File: src/rtl/module_ejecutor_alu.sv
// module_ejecutor_alu: four-state ALU instruction executor driving an external register file
// Ports:
//   clk, rst                   clock and synchronous active-high reset
//   instr_valid / instr_ready  instruction handshake (accepted only in IDLE)
//   op, addr_a, addr_b, addr_d operation select, source A/B and destination indices
//   addr_rs1, addr_rs2         register-file read addresses (latched addr_a / addr_b)
//   rs1, rs2                   combinational read data from the register file
//   addr_rd, we, data_out      register-file write port, active in WRITE
//   done                       one-cycle completion pulse in WRITE
//   flag_zero, flag_carry      status of the last executed instruction
// Optional feature: define EJECUTOR_SAT_EN to saturate ADD/SUB results.
module module_ejecutor_alu #(
    parameter int N = 32,
    parameter int W = 4
) (
    input  logic                 clk,
    input  logic                 rst,
    input  logic                 instr_valid,
    output logic                 instr_ready,
    input  logic [2:0]           op,
    input  logic [$clog2(N)-1:0] addr_a,
    input  logic [$clog2(N)-1:0] addr_b,
    input  logic [$clog2(N)-1:0] addr_d,
    output logic [$clog2(N)-1:0] addr_rs1,
    output logic [$clog2(N)-1:0] addr_rs2,
    input  logic [W-1:0]         rs1,
    input  logic [W-1:0]         rs2,
    output logic [$clog2(N)-1:0] addr_rd,
    output logic                 we,
    output logic [W-1:0]         data_out,
    output logic                 done,
    output logic                 flag_zero,
    output logic                 flag_carry
);
    localparam int AW = $clog2(N);
    typedef enum logic [1:0] {IDLE, READ, EXEC, WRITE} state_t;
    state_t state, state_nx;
    logic [2:0]    op_q;
    logic [AW-1:0] a_q, b_q, d_q;
    logic [W-1:0]  opa, opb, result, res_nx;
    logic          carry_nx;
    logic [W:0]    sum, diff;
    logic [31:0]   sh;
    always_ff @(posedge clk) begin
        if (rst) state <= IDLE;
        else     state <= state_nx;
    end
    always_comb begin
        state_nx = state;
        case (state)
            IDLE:    state_nx = instr_valid ? READ : IDLE;
            READ:    state_nx = EXEC;
            EXEC:    state_nx = WRITE;
            default: state_nx = IDLE;
        endcase
    end
    // Borrow of the subtraction appears as bit W of the widened difference.
    always_comb begin
        sum      = {1'b0, opa} + {1'b0, opb};
        diff     = {1'b0, opa} - {1'b0, opb};
        sh       = 32'(opb) % W;
        res_nx   = opa;
        carry_nx = 1'b0;
        case (op_q)
            3'b000: begin
`ifdef EJECUTOR_SAT_EN
                res_nx = sum[W] ? '1 : sum[W-1:0];
`else
                res_nx = sum[W-1:0];
`endif
                carry_nx = sum[W];
            end
            3'b001: begin
`ifdef EJECUTOR_SAT_EN
                res_nx = diff[W] ? '0 : diff[W-1:0];
`else
                res_nx = diff[W-1:0];
`endif
                carry_nx = diff[W];
            end
            3'b010:  res_nx = opa & opb;
            3'b011:  res_nx = opa | opb;
            3'b100:  res_nx = opa ^ opb;
            3'b101:  res_nx = opa << sh;
            3'b110:  res_nx = opa >> sh;
            default: res_nx = opa;
        endcase
    end
    always_ff @(posedge clk) begin
        if (rst) begin
            op_q       <= '0;
            a_q        <= '0;
            b_q        <= '0;
            d_q        <= '0;
            opa        <= '0;
            opb        <= '0;
            result     <= '0;
            flag_zero  <= 1'b0;
            flag_carry <= 1'b0;
        end else begin
            if (state == IDLE && instr_valid) begin
                op_q <= op;
                a_q  <= addr_a;
                b_q  <= addr_b;
                d_q  <= addr_d;
            end
            if (state == READ) begin
                opa <= rs1;
                opb <= rs2;
            end
            if (state == EXEC) begin
                result     <= res_nx;
                flag_zero  <= (res_nx == '0);
                flag_carry <= carry_nx;
            end
        end
    end
    // Outputs are gated by rst so they read zero during reset regardless of state.
    assign instr_ready = (state == IDLE) && !rst;
    assign addr_rs1    = rst ? '0 : a_q;
    assign addr_rs2    = rst ? '0 : b_q;
    assign addr_rd     = rst ? '0 : d_q;
    assign data_out    = rst ? '0 : result;
    assign done        = (state == WRITE) && !rst;
    assign we          = done && (d_q != '0);
endmodule

File: config.mk
export PLATFORM = sky130hd
export DESIGN_NAME = module_ejecutor_alu
export DESIGN_NICKNAME = d
export VERILOG_FILES = /design/src/rtl/module_ejecutor_alu.sv
export SDC_FILE = /design/constraint.sdc
export NUM_CORES = 1
export LEC_CHECK = 0
export ABC_AREA = 1
export ABC_CLOCK_PERIOD_IN_PS = 3500
export CORE_ASPECT_RATIO = 0.5
export CORE_MARGIN = 4
export CORE_UTILIZATION = 55
export CTS_BUF_LIST = sky130_fd_sc_hd__clkbuf_8
export DETAILED_ROUTE_END_ITERATION = 6
export GPL_TIMING_DRIVEN = 0
export PLACE_DENSITY = 0.95
export SYNTH_ARGS = -nofsm -noshare
export SYNTH_HDL_FRONTEND = slang
export SYNTH_SLANG_ARGS = --single-unit
File: constraint.sdc
create_clock -name clk -period 3.5 [get_ports clk]
set_input_delay 0.7 -clock clk [delete_from_list [all_inputs] [get_ports clk]]
set_output_delay 0.7 -clock clk [all_outputs]
set_load 0.01 [all_outputs]
---- Word level (Yosys, flattened, before mapping) ----
Index checks and enable logic that the tools add are counted.
storage, ports and cells
  flip-flop bits (word level) ............. 34
  bits of input ports ..................... 29
  output and inout bits ................... 24
  word-level logic and storage cells ...... 43
operators by class
  add/subtract/negate cells ............... 2
  equality and inequality tests ........... 9
  shift-type cells ........................ 2
  multiplexer cells ....................... 8
  bitwise operators ....................... 3
  reductions and logical operators ........ 9
operator list
  operator                                        count
  case mux 4 bit (7 select lines)                 1
  two-way mux 5 bit                               3
  == test 3 bit (second input constant)           3
  == test 3 x 2 -> 1 bit (second input constant)  2
  case mux 2 bit (3 select lines)                 1
  adder 4 x 4 -> 5 bit                            1
  nonzero test 5 bit                              1
  subtractor 4 x 4 -> 5 bit                       1
  bitwise AND 4 bit                               1
  == test 2 bit (second input constant)           2
  logical AND 1 bit                               4
  zero test 4 bit                                 1
  two-way mux 4 bit                               1
  bitwise OR 4 bit                                1
  left shift 4 x 2 -> 4 bit                       1
  >> shifter 4 x 2 -> 4 bit                       1
  XOR 4 bit                                       1
  == test 3 x 1 -> 1 bit (second input constant)  1
  zero test 3 bit                                 1
  == test 2 x 1 -> 1 bit (second input constant)  1
  zero test 2 bit                                 1
  case mux 1 bit (2 select lines)                 1
  zero test 1 bit                                 1
  two-way mux 1 bit                               1

---- Depth between registers and ports, before layout ----
Gate-level depths: netlist of run 1.
  depth after elaboration ................. 3
  gate-level depth with buffers ........... 14

---- Worst setup path after synthesis of run 1 ----
No wires, ideal clock.
  kind .................................... flip-flop to flip-flop
  from .................................... register opb[0]
  to ...................................... register flag_zero
  arrival time ............................ 1778 ps
  path slack .............................. 1656 ps
  stages on the path, launching flop included .. 14
  path buffers ............................ 0
  period minus slack after synthesis ...... 1844 ps
  cells stage by stage .................... dfxtp_1 > ha_1 > inv_1 > fa_1 > inv_1 > nand3_1 > nand2_1 > nor2_1 > nand3_1 > nand2_1 > nand2_1 > nor2_1 > nand2_1 > a21oi_2
on the way
  cells in the longest elaborated chain, start to end .. 3
  elaborated cells on any way between the ends .. 9
RTL lines
  item                                               RTL line  source
  start: declaration                                 40        logic [W-1:0] opa, opb, result, res_nx;
  start signal: assignment                           109       opb <= rs2;
  subtractor 4 x 4 -> 5 bit (tied with other cells)  60        diff = {1'b0, opa} - {1'b0, opb};
  case mux 4 bit (7 select lines) *                  64        case (op_q)
  zero test 4 bit *                                  113       flag_zero <= (res_nx == '0);
  end signal: assignment                             113
  end: declaration                                   32        output logic flag_zero,
Mark *: on every way between the ends. The rest lies on a longest branch, timed or not.
A chain may end at the register's enable or synchronous reset.

---- Worst setup path in the final report of run 1 ----
  from .................................... input port rst
  to ...................................... output port addr_rs1[3]
on the way
  cells in the longest elaborated chain, start to end .. 1
RTL lines
  item                RTL line  source
  start: declaration  17        input logic rst,
  two-way mux 5 bit   120       assign addr_rs1 = rst ? '0 : a_q;
  end: declaration    24        output logic [$clog2(N)-1:0] addr_rs1,
No other way between the ends.

==> results of run 1 <==
==> area by class of cell <==
type                       instances  area [µm²]
clock inverter                     2        8.76
fill                             230         783
sequential                        34         681
tap                               51        63.8
buffer                            12        52.6
inverter                          54         203
timing repair buffer              52         520
clock buffer                       6        82.6
multi-input combinational        215        1150
==> where the power goes <==
group	leakage, nW	switching [mW]	total (mW)	internal [mW]
registers	0.280	0.0462	0.498	0.452
clock network	0.0524	0.139	0.295	0.156
logic	0.889	0.319	0.528	0.210
==> placed cells by master (no fill, tap or decap) <==
| master | netlist | final |
|---|---|---|
| a21oi_1 | 36 | 36 |
| a21oi_2 | 1 | 1 |
| buf_4 | 2 | 2 |
| clkbuf_1 | 10 | 10 |
| clkbuf_8 | 0 | 6 |
| clkdlybuf4s50_1 | 0 | 52 |
| clkinv_2 | 0 | 1 |
| dfxtp_1 | 34 | 34 |
| fa_1 | 2 | 2 |
| ha_1 | 17 | 17 |
| inv_1 | 49 | 50 |
| inv_2 | 5 | 5 |
| nand2_1 | 41 | 41 |
| nand2_2 | 2 | 2 |
| nand3_1 | 26 | 26 |
| nand3b_1 | 1 | 1 |
| nand4_1 | 4 | 4 |
| nor2_1 | 45 | 45 |
| nor2_2 | 1 | 1 |
| nor3_1 | 1 | 1 |
| o211ai_1 | 2 | 2 |
| o21ai_0 | 34 | 34 |
| o31ai_1 | 1 | 1 |
| xnor2_1 | 1 | 1 |
==> sequential cells by signal, indices dropped and copies added, names as in the netlist <==
name        flops
opa             4
state           2
d_q             5
flag_carry      1
opb             4
op_q            3
result          4
a_q             5
b_q             5
flag_zero       1
==> per-stage QoR <==
| step | hold WS [ps] | power, mW |
|---|---|---|
| finish | 456 | 1.32 |
| global route | 474 | 1.42 |
| CTS | 457 | 1.32 |
| detailed placement | 446 | 1.02 |
| global placement | 440 | 0.990 |
| floorplan | 430 | 0.833 |
==> kinds of logic (layout without fill, tap and decap cells) <==
family / Yosys count / count (layout) / share of synthesized area (%)
AO/OA/AOI/OAI: 74 / 74 / 18.3
XOR/XNOR: 1 / 1 / 0.419
adder cells (fa/ha/maj): 19 / 19 / 12.1
buffers and inverters: 66 / 126 / 12.2
flip-flops: 34 / 34 / 32.6
AND/OR/NAND/NOR: 121 / 121 / 24.4
==> cell usage after synthesis <==
| cell type | count |
|---|---|
| nor2_2 | 1 |
| nor2_1 | 45 |
| nand3b_1 | 1 |
| a21oi_2 | 1 |
| o211ai_1 | 2 |
| fa_1 | 2 |
| a21oi_1 | 36 |
| nand2_2 | 2 |
| xnor2_1 | 1 |
| clkbuf_1 | 10 |
| o31ai_1 | 1 |
| nand2_1 | 41 |
| ha_1 | 17 |
| inv_2 | 5 |
| dfxtp_1 | 34 |
| nand4_1 | 4 |
| nand3_1 | 26 |
| inv_1 | 49 |
| buf_4 | 2 |
| nor3_1 | 1 |
| o21ai_0 | 34 |
==> worst min path at each step <==
stage            from     end  slack [ps]  cells after the start
3_3_place_gp   b_q[1]  b_q[1]         440                      2
3_5_place_dp   b_q[4]  b_q[4]         450                      2
4_1_cts        b_q[4]  b_q[4]         460                      2
5_1_grt        a_q[4]  a_q[4]         470                      2
6_report       b_q[4]  b_q[4]         460                      2
2_1_floorplan  a_q[0]  a_q[0]         430                      2
==> per-layer routing <==
layer	vias up	share of wire [%]	track usage [%]
li1	1122	-	-
met1	1023	41	30.3
met2	129	49	47.2
met3	28	6.8	4.91
met4	0	3.5	13.9
met5	-	0	0
==> worst max-delay path, stage by stage <==
cell             delay [ps]
clkdlybuf4s50_1         630
clkbuf_1                400
nor2_1                  120
clkdlybuf4s50_1         500
==> flow_summary.ini, run 1 <==
[critical_path]
end_kind = output pin
cp_max_fo = 10
r2r_end = flag_zero
reg2reg_from = opb[0]
cp_data_required_time_ps = 2800
critPathLaunch = rst
path_class = input port to output pin
regToRegSetupSlack_ps = 1250
critPathLaunchType = input port
cp-endpoint = addr_rs1[3]
cp_data_arrival_time_ps = 2350
reg2reg_depth = 13

[cts]
clock_latency_ps = 290
cts.reportedPaths.clkPinSlew_ps = 70
cts_setup_buffers = 0
clock_path_buffers = 2
cts-resized-gates = 0
cts_root_buf = clkbuf_8
numClockSinks = 34
htreeDepth = 2
cts_tree = yes
postCtsHoldBufs = 0
cts_made_buffers = 5

[timing]
fmax_mhz = 328
final-hold-violation-count = 0
finalClockSkew_ps = 3.23
finalCritPeriodShare_pct = 87.0
finalWorstSetupSlack_ps = 455
setup-violations-final = 0
min_period_ps = 3050
slew_viol_final = 0
setup_tns_ps = 0
slew_headroom_pct = 69.1
rsz0062_at_grt = false
tightest_slew_ps = 463

[synthesis]
avgSynthCellArea_um2 = 6.63
yosys.area.top_type = dfxtp_1
ys_ff_latch = 34
syn_nets = 363
synth_top_area_share_pct = 32.6
synth_area_um2 = 2090
yosysWarningCount = 0
ys_top_cells_by_area = dfxtp_1 (33%), ha_1 (10%), inv_1 (8.8%), a21oi_1 (8.6%), o21ai_0 (8.1%)
syn_inst = 315
yosysSeqAreaShare_pct = 32.6
ys_types = 21

[routing]
drc = 0
drt_iter0_markers = 150
finalWirelength_um = 5920
post_drt_via_cell_ratio = 5.40
drt-pass1-iter-count = 7
ant_nets = 0
vias = 2302
drt-wirelength-per-cell_um = 13.9

[placement]
dp_hpwl_um = 4470
dpl_cell_area_um2 = 2670
place_inst = 418
gp_congestion = 0.961
dp_slack_ps = 483
io_buffers = 52

[global_routing]
grt_first_pass_wirelength_um = 10000
grt_max_degree = 12
grt_util_all_layers_pct = 26.4
grt_pass1_vias = 2264
grt_antenna_before_repair = 0
overflow = 0

[cells_and_area]
diodes = 0
final_nets = 422
final_cell_area_um2 = 2760
fin_cells = 426
syn2layout_area_growth_pct = 32.4
layout-drive-gt1-share_pct = 4.80
utilization_pct = 77.9

[pwr]
vdd_drop_max_mv = 0.321
p_per_area_nw_per_um2 = 478
leakage_nw = 1.22

[floorplan]
start_util_pct = 58.9
die_width_um = 95.1
die_y_um = 51.6
ios = 53
num_rows = 15
core_area_um2 = 3550
die_area_um2 = 4910

[run]
maxCapViolCount = 0

[outcome]
status = completed

[min_path]
hp-class = flip-flop to flip-flop
Power figures use the tool's default switching activity.
==> run 2, diff against run 1 <==
--- a/config.mk
+++ b/config.mk
@@ -7,12 +7,12 @@
 export LEC_CHECK = 0
 export ABC_AREA = 1
-export ABC_CLOCK_PERIOD_IN_PS = 3500
+export ABC_CLOCK_PERIOD_IN_PS = 2700
 export CORE_ASPECT_RATIO = 0.5
 export CORE_MARGIN = 4
-export CORE_UTILIZATION = 55
+export CORE_UTILIZATION = 46
 export CTS_BUF_LIST = sky130_fd_sc_hd__clkbuf_8
 export DETAILED_ROUTE_END_ITERATION = 6
 export GPL_TIMING_DRIVEN = 0
-export PLACE_DENSITY = 0.95
+export PLACE_DENSITY = 0.87
 export SYNTH_ARGS = -nofsm -noshare
 export SYNTH_HDL_FRONTEND = slang
==> constraint.sdc (replaced) <==
create_clock -name clk -period 2.7 [get_ports clk]
set_input_delay 0.405 -clock clk [delete_from_list [all_inputs] [get_ports clk]]
set_output_delay 0.405 -clock clk [all_outputs]
set_load 0.01 [all_outputs]
==> run 2 against run 1 <==
Effect of this change:
- total power is 36% higher
- cell count grew 0.47%
- die area is 17% higher
- via count shrank 2.1%
- critical path depth did not move
- core utilization decreased by 10 points
- global-route usage fell by 5.3 points
- clock power grew 62%
- final area grew 0.91%
- register-to-register slack got worse by 750 ps
- largest power group unchanged
- highest routed layer unchanged
==> flow_summary.ini, run 2 (synthesis results as in run 1) <==
[cells_and_area]
final_cell_mix = clkdlybuf4s50_1 (52), inv_1 (49), nor2_1 (45)
diodes = 0
seq_area_um2 = 681
fillers = 360
syn2layout_area_growth_pct = 33.6
largestRegisters = a_q (5), b_q (5), d_q (5)
final_common_cell = clkdlybuf4s50_1
multi_input_area_um2 = 1150
layout-drive-gt1-share_pct = 4.81
final_nets = 422

[floorplan]
die_y_um = 55.6
core_area_um2 = 4120
ios = 53
die_width_um = 103
num_rows = 16
start_util_pct = 50.6
die_area_um2 = 5750

[critical_path]
reg2reg_depth = 13
cp_data_required_time_ps = 2300
regToRegSetupSlack_ps = 500
path_class = input port to output pin
cp_data_arrival_time_ps = 2050
cp_max_fo = 10
r2r_end = flag_zero
end_kind = output pin
critPathLaunchType = input port
timing.critical_path.mode_cell = clkdlybuf4s50_1
critPathLaunch = rst
slowest_delay_ps = 610
reg2reg_from = opb[0]
cp_cell_sequence = clkdlybuf4s50_1, clkbuf_1, nor2_1, clkdlybuf4s50_1
slowest_stage = clkdlybuf4s50_1

[cts]
clock_path_buffers = 2
cts-resized-gates = 0
cts_root_buf = clkbuf_8
cts_made_buffers = 5
numClockSinks = 34
htreeDepth = 2
postCtsHoldBufs = 0
clock_latency_ps = 290
cts.reportedPaths.clkPinSlew_ps = 70
cts_tree = yes
cts_setup_buffers = 0

[timing]
tightest_slew_ps = 493
fmax_mhz = 407
whs_ps = 457
final-hold-violation-count = 0
finalCritPeriodShare_pct = 90.9
finalClockSkew_ps = 9.79
setup-violations-final = 0
slew_viol_final = 0
rsz0062_at_grt = false
min_period_ps = 2460
slew_headroom_pct = 67.1
finalWorstSetupSlack_ps = 244
setup_tns_ps = 0

[global_routing]
grt_antenna_before_repair = 0
grt_max_degree = 12
overflow = 0
grt_first_pass_wirelength_um = 9750
grt_pass1_vias = 2156
grt_util_all_layers_pct = 21.1

[routing]
vias = 2253
drc = 0
drt_iter0_markers = 107
drt-wirelength-per-cell_um = 13.7
ant_nets = 0
post_drt_via_cell_ratio = 5.26
drt-pass1-iter-count = 5
finalWirelength_um = 5880

[placement]
io_buffers = 52
dp_slack_ps = 248
gp_congestion = 0.931
dp_hpwl_um = 4490

[run]
maxCapViolCount = 0

[min_path]
hold_end = b_q[0]
hp-class = flip-flop to flip-flop
min_from = b_q[0]
holdPathStages = 2

[pwr]
leakage_nw = 1.23
vdd_drop_max_mv = 0.288
p_per_area_nw_per_um2 = 647

[outcome]
status = completed
## run 2: cell type report
class                           count  area share [%]
Clock buffer                        6            2.96
Inverter                           54            7.27
Buffer                             12            1.88
Timing Repair Buffer               52            18.7
Multi-Input combinational cell    215            41.3
Tap cell                           54            2.42
Sequential cell                    34            24.4
Clock inverter                      1            1.08
## run 2: worst max path at each step
stage / to / slack [ps] / cells past startpoint
2_1_floorplan: flag_zero / 860 / 13
3_3_place_gp: data_out[3] / 270 / 4
3_5_place_dp: addr_rs1[3] / 250 / 4
4_1_cts: addr_rs1[3] / 240 / 4
5_1_grt: addr_rs1[3] / 140 / 4
6_report: addr_rs1[3] / 240 / 4
## run 2: layer usage
layer  GRT usage, %  wire length, µm  vias up
li1               -                -     1122
met5              0                0        -
met1           27.4             2660     1055
met3           3.50              287        7
met4           6.83               81        0
met2           35.5             2850       69
## run 2: through the flow
step	util (%)	cells	power (mW)	area, µm²
after floorplan	-	315	1.08	2090
after global placement	64.9	421	1.30	2680
after detailed placement	64.9	421	1.32	2680
after CTS	67.6	428	1.80	2790
after global routing	67.6	428	1.92	2790
final	67.6	428	1.80	2790
## run 2: worst max-delay path, delay by kind of cell
family / cells / cell delay (ps)
buf+inv: 3 / 1530
simple gates: 1 / 110
## run 2: where the power goes
part	internal, mW	leakage (nW)	total, mW	switching (mW)
registers	0.586	0.280	0.647	0.0608
clock network	0.295	0.0573	0.477	0.182
logic	0.272	0.889	0.680	0.408
total	1.15	1.23	1.80	0.651
==> run 3, diff against run 2 <==
CAP_MARGIN = 20   (was unset)
CORE_UTILIZATION = 37   (was 46)
PLACE_DENSITY = 0.74   (was 0.87)
==> run 3 against run 2 <==
Effect of this change:
- sequential power hardly changed
- combinational power decreased by 3%
- clock-buffer cell count down 1
- final area increased by 0.72%
- setup slack gained 23 ps
- hold slack about the same
- critical path depth is the same
- routed wire length is 9.0% lower
- clock power decreased by 5.2%
- register-to-register slack better by 40 ps
- via count is 4.7% lower
- critical path type unchanged
- largest cell class unchanged
- largest power group unchanged
==> flow_summary.ini, run 3 (synthesis results as in run 1) <==
[outcome]
status = completed

[timing]
slew_headroom_pct = 69.9
finalCritPeriodShare_pct = 90.1
rsz0062_at_grt = false
finalClockSkew_ps = 3.29
min_period_ps = 2430
setup_tns_ps = 0
final-hold-violation-count = 0
slew_viol_final = 0
tightest_slew_ps = 452
fmax_mhz = 411
setup-violations-final = 0
finalWorstSetupSlack_ps = 267

[routing]
vias = 2147
finalWirelength_um = 5350
drt-wirelength-per-cell_um = 11.9
wl_met1_um = 2520
wl_met3_um = 232
post_drt_via_cell_ratio = 4.79
drc = 0
wl_met2_um = 2520
drt-pass1-iter-count = 5
highest_layer = met4
drt_iter0_markers = 111
ant_nets = 0

[floorplan]
die_width_um = 114
die_area_um2 = 6980
core_area_um2 = 5470
die_y_um = 61.1
num_rows = 19
ios = 53
start_util_pct = 38.2

[cells_and_area]
multi_input_area_um2 = 1150
utilization_pct = 51.4
fin_cells = 448
syn2layout_area_growth_pct = 34.5
largestRegisters = a_q (5), b_q (5), d_q (5)
final_cell_mix = clkdlybuf4s50_1 (52), inv_1 (49), nor2_1 (45)
final_common_cell = clkdlybuf4s50_1
layout-drive-gt1-share_pct = 5.07
diodes = 0
seq_area_um2 = 681
final_nets = 422
fillers = 561

[cts]
clock_latency_ps = 280
htreeDepth = 2
cts_made_buffers = 5
cts_root_buf = clkbuf_8
cts-resized-gates = 0
cts_setup_buffers = 0
cts_tree = yes
cts.reportedPaths.clkPinSlew_ps = 70
postCtsHoldBufs = 0
numClockSinks = 34
clock_path_buffers = 2

[pwr]
vdd_drop_max_mv = 0.296
p_per_area_nw_per_um2 = 626
leakage_nw = 1.23

[global_routing]
grt_antenna_before_repair = 0
grt_first_pass_wirelength_um = 8870
grt_max_degree = 12
overflow = 0
grt_pass1_vias = 1964
grt_util_all_layers_pct = 16.0

[critical_path]
end_kind = output pin
reg2reg_from = opb[0]
critPathLaunch = rst
cp_max_fo = 10
r2r_end = flag_zero
cp_data_required_time_ps = 2300
reg2reg_depth = 13
path_class = input port to output pin
regToRegSetupSlack_ps = 540
cp_data_arrival_time_ps = 2030
critPathLaunchType = input port

[min_path]
min_from = b_q[2]
holdPathStages = 2
hold_end = b_q[2]
hp-class = flip-flop to flip-flop

[placement]
dp_hpwl_um = 4210
io_buffers = 52
gp_congestion = 0.875
place_inst = 440
dp_slack_ps = 258

[run]
maxCapViolCount = 0
## run 3: worst max path at each step
| stage | end | cells after the start |
|---|---|---|
| after floorplan | flag_zero | 13 |
| after global placement | data_out[3] | 4 |
| after detailed placement | instr_ready | 4 |
| after CTS | instr_ready | 4 |
| after global routing | addr_rs2[0] | 4 |
| final | instr_ready | 4 |
## run 3: layout make-up
class,count,area share (%)
Buffer,12,1.87
Clock buffer,5,2.45
Clock inverter,3,1.43
Inverter,54,7.22
Multi-Input combinational cell,215,41.0
Sequential cell,34,24.2
Tap cell,73,3.25
Timing Repair Buffer,52,18.5
## run 3: through the flow
stage | hold WS [ps] | power, mW | instance area [µm²]
after floorplan | 430 | 1.08 | 2090
after global placement | 440 | 1.30 | 2700
after detailed placement | 450 | 1.32 | 2700
after CTS | 461 | 1.77 | 2810
after global routing | 471 | 1.91 | 2810
final | 458 | 1.76 | 2810
## run 3: where the power goes
part / total [mW] / internal, mW / switching [mW] / leakage (nW)
clock: 0.452 / 0.271 / 0.181 / 0.0579
sequential: 0.645 / 0.586 / 0.0590 / 0.280
combinational: 0.663 / 0.271 / 0.391 / 0.889
## run 3: layer usage
layer  track usage, %  vias up
li1                 -     1123
met1             20.8      971
met2             26.9       45
met3             4.12        8
met4             4.40        0
met5                0        -
## run 3: worst max-delay path: stages
cell	delay [ps]
clkdlybuf4s50_1	610
clkbuf_1	400
nor2_1	100
clkdlybuf4s50_1	510
==> RTL change 1: new RTL, config.mk and constraints of run 1 <==
Remove the case item `3'b101` of the case on `op_q`.
--- a/src/rtl/module_ejecutor_alu.sv
+++ b/src/rtl/module_ejecutor_alu.sv
@@ -81,7 +81,6 @@
             3'b010:  res_nx = opa & opb;
             3'b011:  res_nx = opa | opb;
             3'b100:  res_nx = opa ^ opb;
-            3'b101:  res_nx = opa << sh;
             3'b110:  res_nx = opa >> sh;
             default: res_nx = opa;
         endcase
Function: changed (a bounded check fails within 4 cycles, from zero or initial values and one cycle with rst high).
==> RTL change 1 against run 1 <==
Power rose by 3.7%; cell area fell by 1.5%; sequential power barely moved; sequential share of layout area rose by 0.38 points; fmax rose by 0.44%; area after synthesis fell by 3.1%; setup slack improved by 0.013 ns; critical path depth did not move; routed wire length fell by 2.1%; sequential cell count did not move; critical path type unchanged; highest routed layer unchanged.
==> RTL change 1: results (changes against run 1) <==
- Setup Skew: 0.00750 ns (was 0.00323 ns)
- CP max-delay cell: clkdlybuf4s50_1 (unchanged)
- Total GRT Usage: 0.254 (was 0.264)
- HPWL Detailed: 4100 um (was 4470 um)
- Max stage delay on crit path: 0.57 ns (was 0.63 ns)
- Worst-path clk slew: 0.07 ns (about the same)
- Area contributors post-synth: dfxtp_1 (34%), ha_1 (9.9%), o21ai_0 (9.2%) (was dfxtp_1 (33%), ha_1 (10%), inv_1 (8.8%))
- WL/cell: 14.2 um (was 13.9 um)
- Final core occ: 0.780 (was 0.779)
- Port bufs: 52 (unchanged)
- Clock sink count: 34 (unchanged)
- Maximum VDD drop: 0.317 mV (was 0.321 mV)
- Largest net degree at the start of global routing: 13 (was 12)
- Cts repair resizes: 0 (unchanged)
- Post-Synthesis Cells: 298 (was 315)
- Synth cell count leaders: inv_1 (49), nand2_1 (41), nor2_1 (41) (was inv_1 (49), nor2_1 (45), nand2_1 (41))
- Root buf cell: clkbuf_8 (unchanged)
- Crit path DAT: 2.33 ns (was 2.35 ns)
- Fraction of area in multi-input gates: 0.401 (was 0.417)
- Switch share: 0.369 (was 0.382)
- Final cell count without fillers: 409 (was 426)
- First-pass GRT wire length: 9470 um (was 10000 um)
- DIE AREA: 4770 um^2 (was 4910 um^2)
- Nets: 404 (was 422)
- R2r worst-path depth: 12 (was 13)
- Synth Area in XOR/XNOR: 0 (was 0.00419)
- Clk buf depth: 2 (unchanged)
- Post-Synth Adder-Cell Area: 0.119 (was 0.121)
- Vias in the first global route: 2098 (was 2264)
- Clock network share of area: 0.0418 (was 0.0330)
- Clock power frac: 0.264 (was 0.223)
- Initial antenna violation count: 0 (unchanged)
- # DRC: 0 (unchanged)
- Non-clk buf share: 0.208 (was 0.207)
- Main synth FF type: dfxtp_1 (unchanged)
- Buffers, non-clock: 63 (was 64)
- Worst min path class: register to register (unchanged)
- Post-synth cell types: 25 (was 21)
- Pre-Repair DR Iteration Count: 6 (was 7)
- Worst-Margin Slew: 0.484 ns (was 0.463 ns)
- Layout cell share with drive strength beyond 1: 0.0587 (was 0.0480)
- Status: finished, final reports clean (unchanged)
- Syn Nets: 345 (was 363)
- Seq area share: 0.250 (was 0.246)
- Part of the power in registers: 0.363 (was 0.377)
- Power density cells: 504 nW/um^2 (was 478 nW/um^2)
- Cell Area, Placed: 2610 um^2 (was 2670 um^2)
- DP Worst Slack: 0.512 ns (was 0.483 ns)
- Fillers: 215 (was 230)
- #MultiIn Comb: 199 (was 215)
- Iter 0 DRT Violations: 100 (was 150)
- Gpl congestion: 0.980 (was 0.961)
- Compound-cell area share of the yosys netlist: 0.190 (was 0.183)
- LEAKAGE: 0.00118 uW (was 0.00122 uW)
- Via count: 2159 (was 2302)
- Register area share after synthesis: 0.336 (was 0.326)
RTL change 1: cell types whose count changed after synthesis, sizes merged:
cell	delta
nor2	-3
nand2	-1
o211a	+1
or2	+1
ha	-1
nor3	+1
o31ai	-1
o21ai	+4
xnor2	-1
a21oi	-4
buf	-1
nand3b	+1
nand3	-13
RTL change 1: final timing paths:
check,startpoint,to,slack (ns)
setup / recovery,rst,addr_rs1[4],0.47
hold / removal,b_q[0]$_SDFFE_PP0P_,b_q[0]$_SDFFE_PP0P_,0.46
setup reg to reg,opb[0]$_SDFFE_PP0N_,flag_zero$_SDFFE_PP0N_,1.36
hold reg to reg,b_q[0]$_SDFFE_PP0P_,b_q[0]$_SDFFE_PP0P_,0.46
RTL change 1: layer usage:
metal / GRT usage / vias up / part of all wire
met1: 0.298 / 981 / 0.41
met3: 0.0529 / 14 / 0.065
met4: 0.106 / 0 / 0.021
met5: 0 / - / 0
li1: - / 1061 / -
met2: 0.456 / 103 / 0.50
==> RTL change 2: new RTL, flow settings as in run 1 <==
Without the edit above. Build with the macro `EJECUTOR_SAT_EN` defined.
--- a/src/rtl/module_ejecutor_alu.sv
+++ b/src/rtl/module_ejecutor_alu.sv
@@ -9,6 +9,8 @@
 //   done                       one-cycle completion pulse in WRITE
 //   flag_zero, flag_carry      status of the last executed instruction
 // Optional feature: define EJECUTOR_SAT_EN to saturate ADD/SUB results.
+`define EJECUTOR_SAT_EN
+
 module module_ejecutor_alu #(
     parameter int N = 32,
     parameter int W = 4
Check against the original RTL: not equivalent (Yosys sat finds a counterexample within 4 cycles, from zero or initial values and one cycle with rst high).
==> RTL change 2 against run 1 <==
Sequential cell count stayed put; cell area is 2.2% higher; area after synthesis increased by 2.3%; setup slack better by 0.30 ns; register-to-register slack better by 0.08 ns; utilization increased by 0.89 points; count of clock-buffer cells in the layout shrank 1; critical path depth did not move; first-iteration DRC count decreased by 10%; power up 7.4%; clock skew increased by 0.0076 ns; routed wire length fell by 0.49%; combinational power increased by 5.5%; critical endpoint unchanged; largest power group unchanged.
==> RTL change 2: results (changes against run 1) <==
- Met2 usage: 0.424 (was 0.472)
- Synth cell count leaders: inv_1 (44), nor2_1 (44), nand2_1 (43) (was inv_1 (49), nor2_1 (45), nand2_1 (41))
- Largest net degree at the start of global routing: 13 (was 12)
- Total GRT Usage: 0.255 (was 0.264)
- Switch share: 0.375 (was 0.382)
- First-pass GRT wire length: 9760 um (was 10000 um)
- Setup Skew: 0.0108 ns (was 0.00323 ns)
- Reg2Reg Launch Point: opb[1]$_SDFFE_PP0N_ (was opb[0]$_SDFFE_PP0N_)
- WL/cell: 13.8 um (was 13.9 um)
- Slew HR: 0.672 (was 0.691)
- Initial antenna violation count: 0 (unchanged)
- Register area share after synthesis: 0.319 (was 0.326)
- Hold path startpoint: a_q[4]$_SDFFE_PP0P_ (was b_q[4]$_SDFFE_PP0P_)
- HPWL Detailed: 4310 um (was 4470 um)
- Port bufs: 51 (was 52)
- Nets: 423 (was 422)
- FF-to-FF setup slack: 1.33 ns (was 1.25 ns)
- Syn Nets: 365 (was 363)
- Pre-Repair DR Iteration Count: 5 (was 7)
- Cell Area, Placed: 2710 um^2 (was 2670 um^2)
- Hold EP: a_q[4]$_SDFFE_PP0P_ (was b_q[4]$_SDFFE_PP0P_)
- Status: finished, final reports clean (unchanged)
- Layout cell share with drive strength beyond 1: 0.0691 (was 0.0480)
- Iter 0 DRT Violations: 135 (was 150)
- Maximum VDD drop: 0.317 mV (was 0.321 mV)
- Gpl congestion: 0.954 (was 0.961)
- Vias in the first global route: 2134 (was 2264)
- LEAKAGE: 0.00121 uW (was 0.00122 uW)
==> RTL change 2: cell count changes after synthesis, sizes merged, moves of 2 or more <==
cell / delta
clkbuf: +2
inv: -6
nand2: +2
nand3: -4
nand4: -2
nor2: +2
o211ai: +2
xor2: +2
==> RTL change 2: area by class of cell <==
type / instances / area (um^2)
well taps: 51 / 63.8
inverters: 49 / 184
clock inverters: 3 / 45.0
flip-flops and latches: 34 / 681
multi-input cells: 219 / 1200
clock buffers: 5 / 68.8
repair buffers: 51 / 510
plain buffers: 15 / 75.1
fillers: 249 / 759
==> RTL change 2: worst max-delay path: stages <==
cell,delay (ns)
clkbuf_1,0.27
clkbuf_1,0.44
nor2_1,0.12
clkdlybuf4s50_1,0.51
==> RTL change 2: worst max path at each step <==
stage	startpoint	endpoint	slack (ns)	cells past startpoint
after global routing	rst	addr_rs1[3]	0.67	4
after floorplan	rst	addr_rd[0]	1.48	3
final	rst	addr_rs1[3]	0.76	4
after global placement	rst	addr_rd[4]	0.84	4
after CTS	rst	addr_rs1[3]	0.77	4
after detailed placement	rst	addr_rs1[3]	0.80	4
==> RTL change 2: through the flow <==
step / cells / setup slack, ns / hold slack [ns]
after detailed placement: 419 / 0.803 / 0.448
after floorplan: 317 / 1.48 / 0.430
final: 427 / 0.756 / 0.462
after global routing: 427 / 0.666 / 0.487
after global placement: 419 / 0.845 / 0.439
after CTS: 427 / 0.767 / 0.463
==> RTL change 2: per-layer routing <==
| layer | up-vias | wire [um] |
|---|---|---|
| li1 | 1130 | - |
| met1 | 1022 | 2550 |
| met2 | 102 | 2750 |
| met3 | 14 | 472 |
| met4 | 0 | 116 |
| met5 | - | 0 |
==> RTL change 2: power by group through the flow <==
stage          Sequential, uW  Combinational, uW  Clock [uW]
2_1_floorplan             493                367           0
5_1_grt                   503                622         390
3_5_place_dp              502                539           0
4_1_cts                   494                551         370
3_3_place_gp              498                528           0
6_report                  496                557         368
==> RTL change 2: cells by family after synthesis <==
kind of cell             Yosys count  share of synthesized area
adder cells (fa/ha/maj)           19                      0.118
AND/OR/NAND/NOR                  121                      0.241
XOR/XNOR                           2                    0.00820
AO/OA/AOI/OAI                     77                      0.193
flip-flops                        34                      0.318
buffers and inverters             64                      0.121
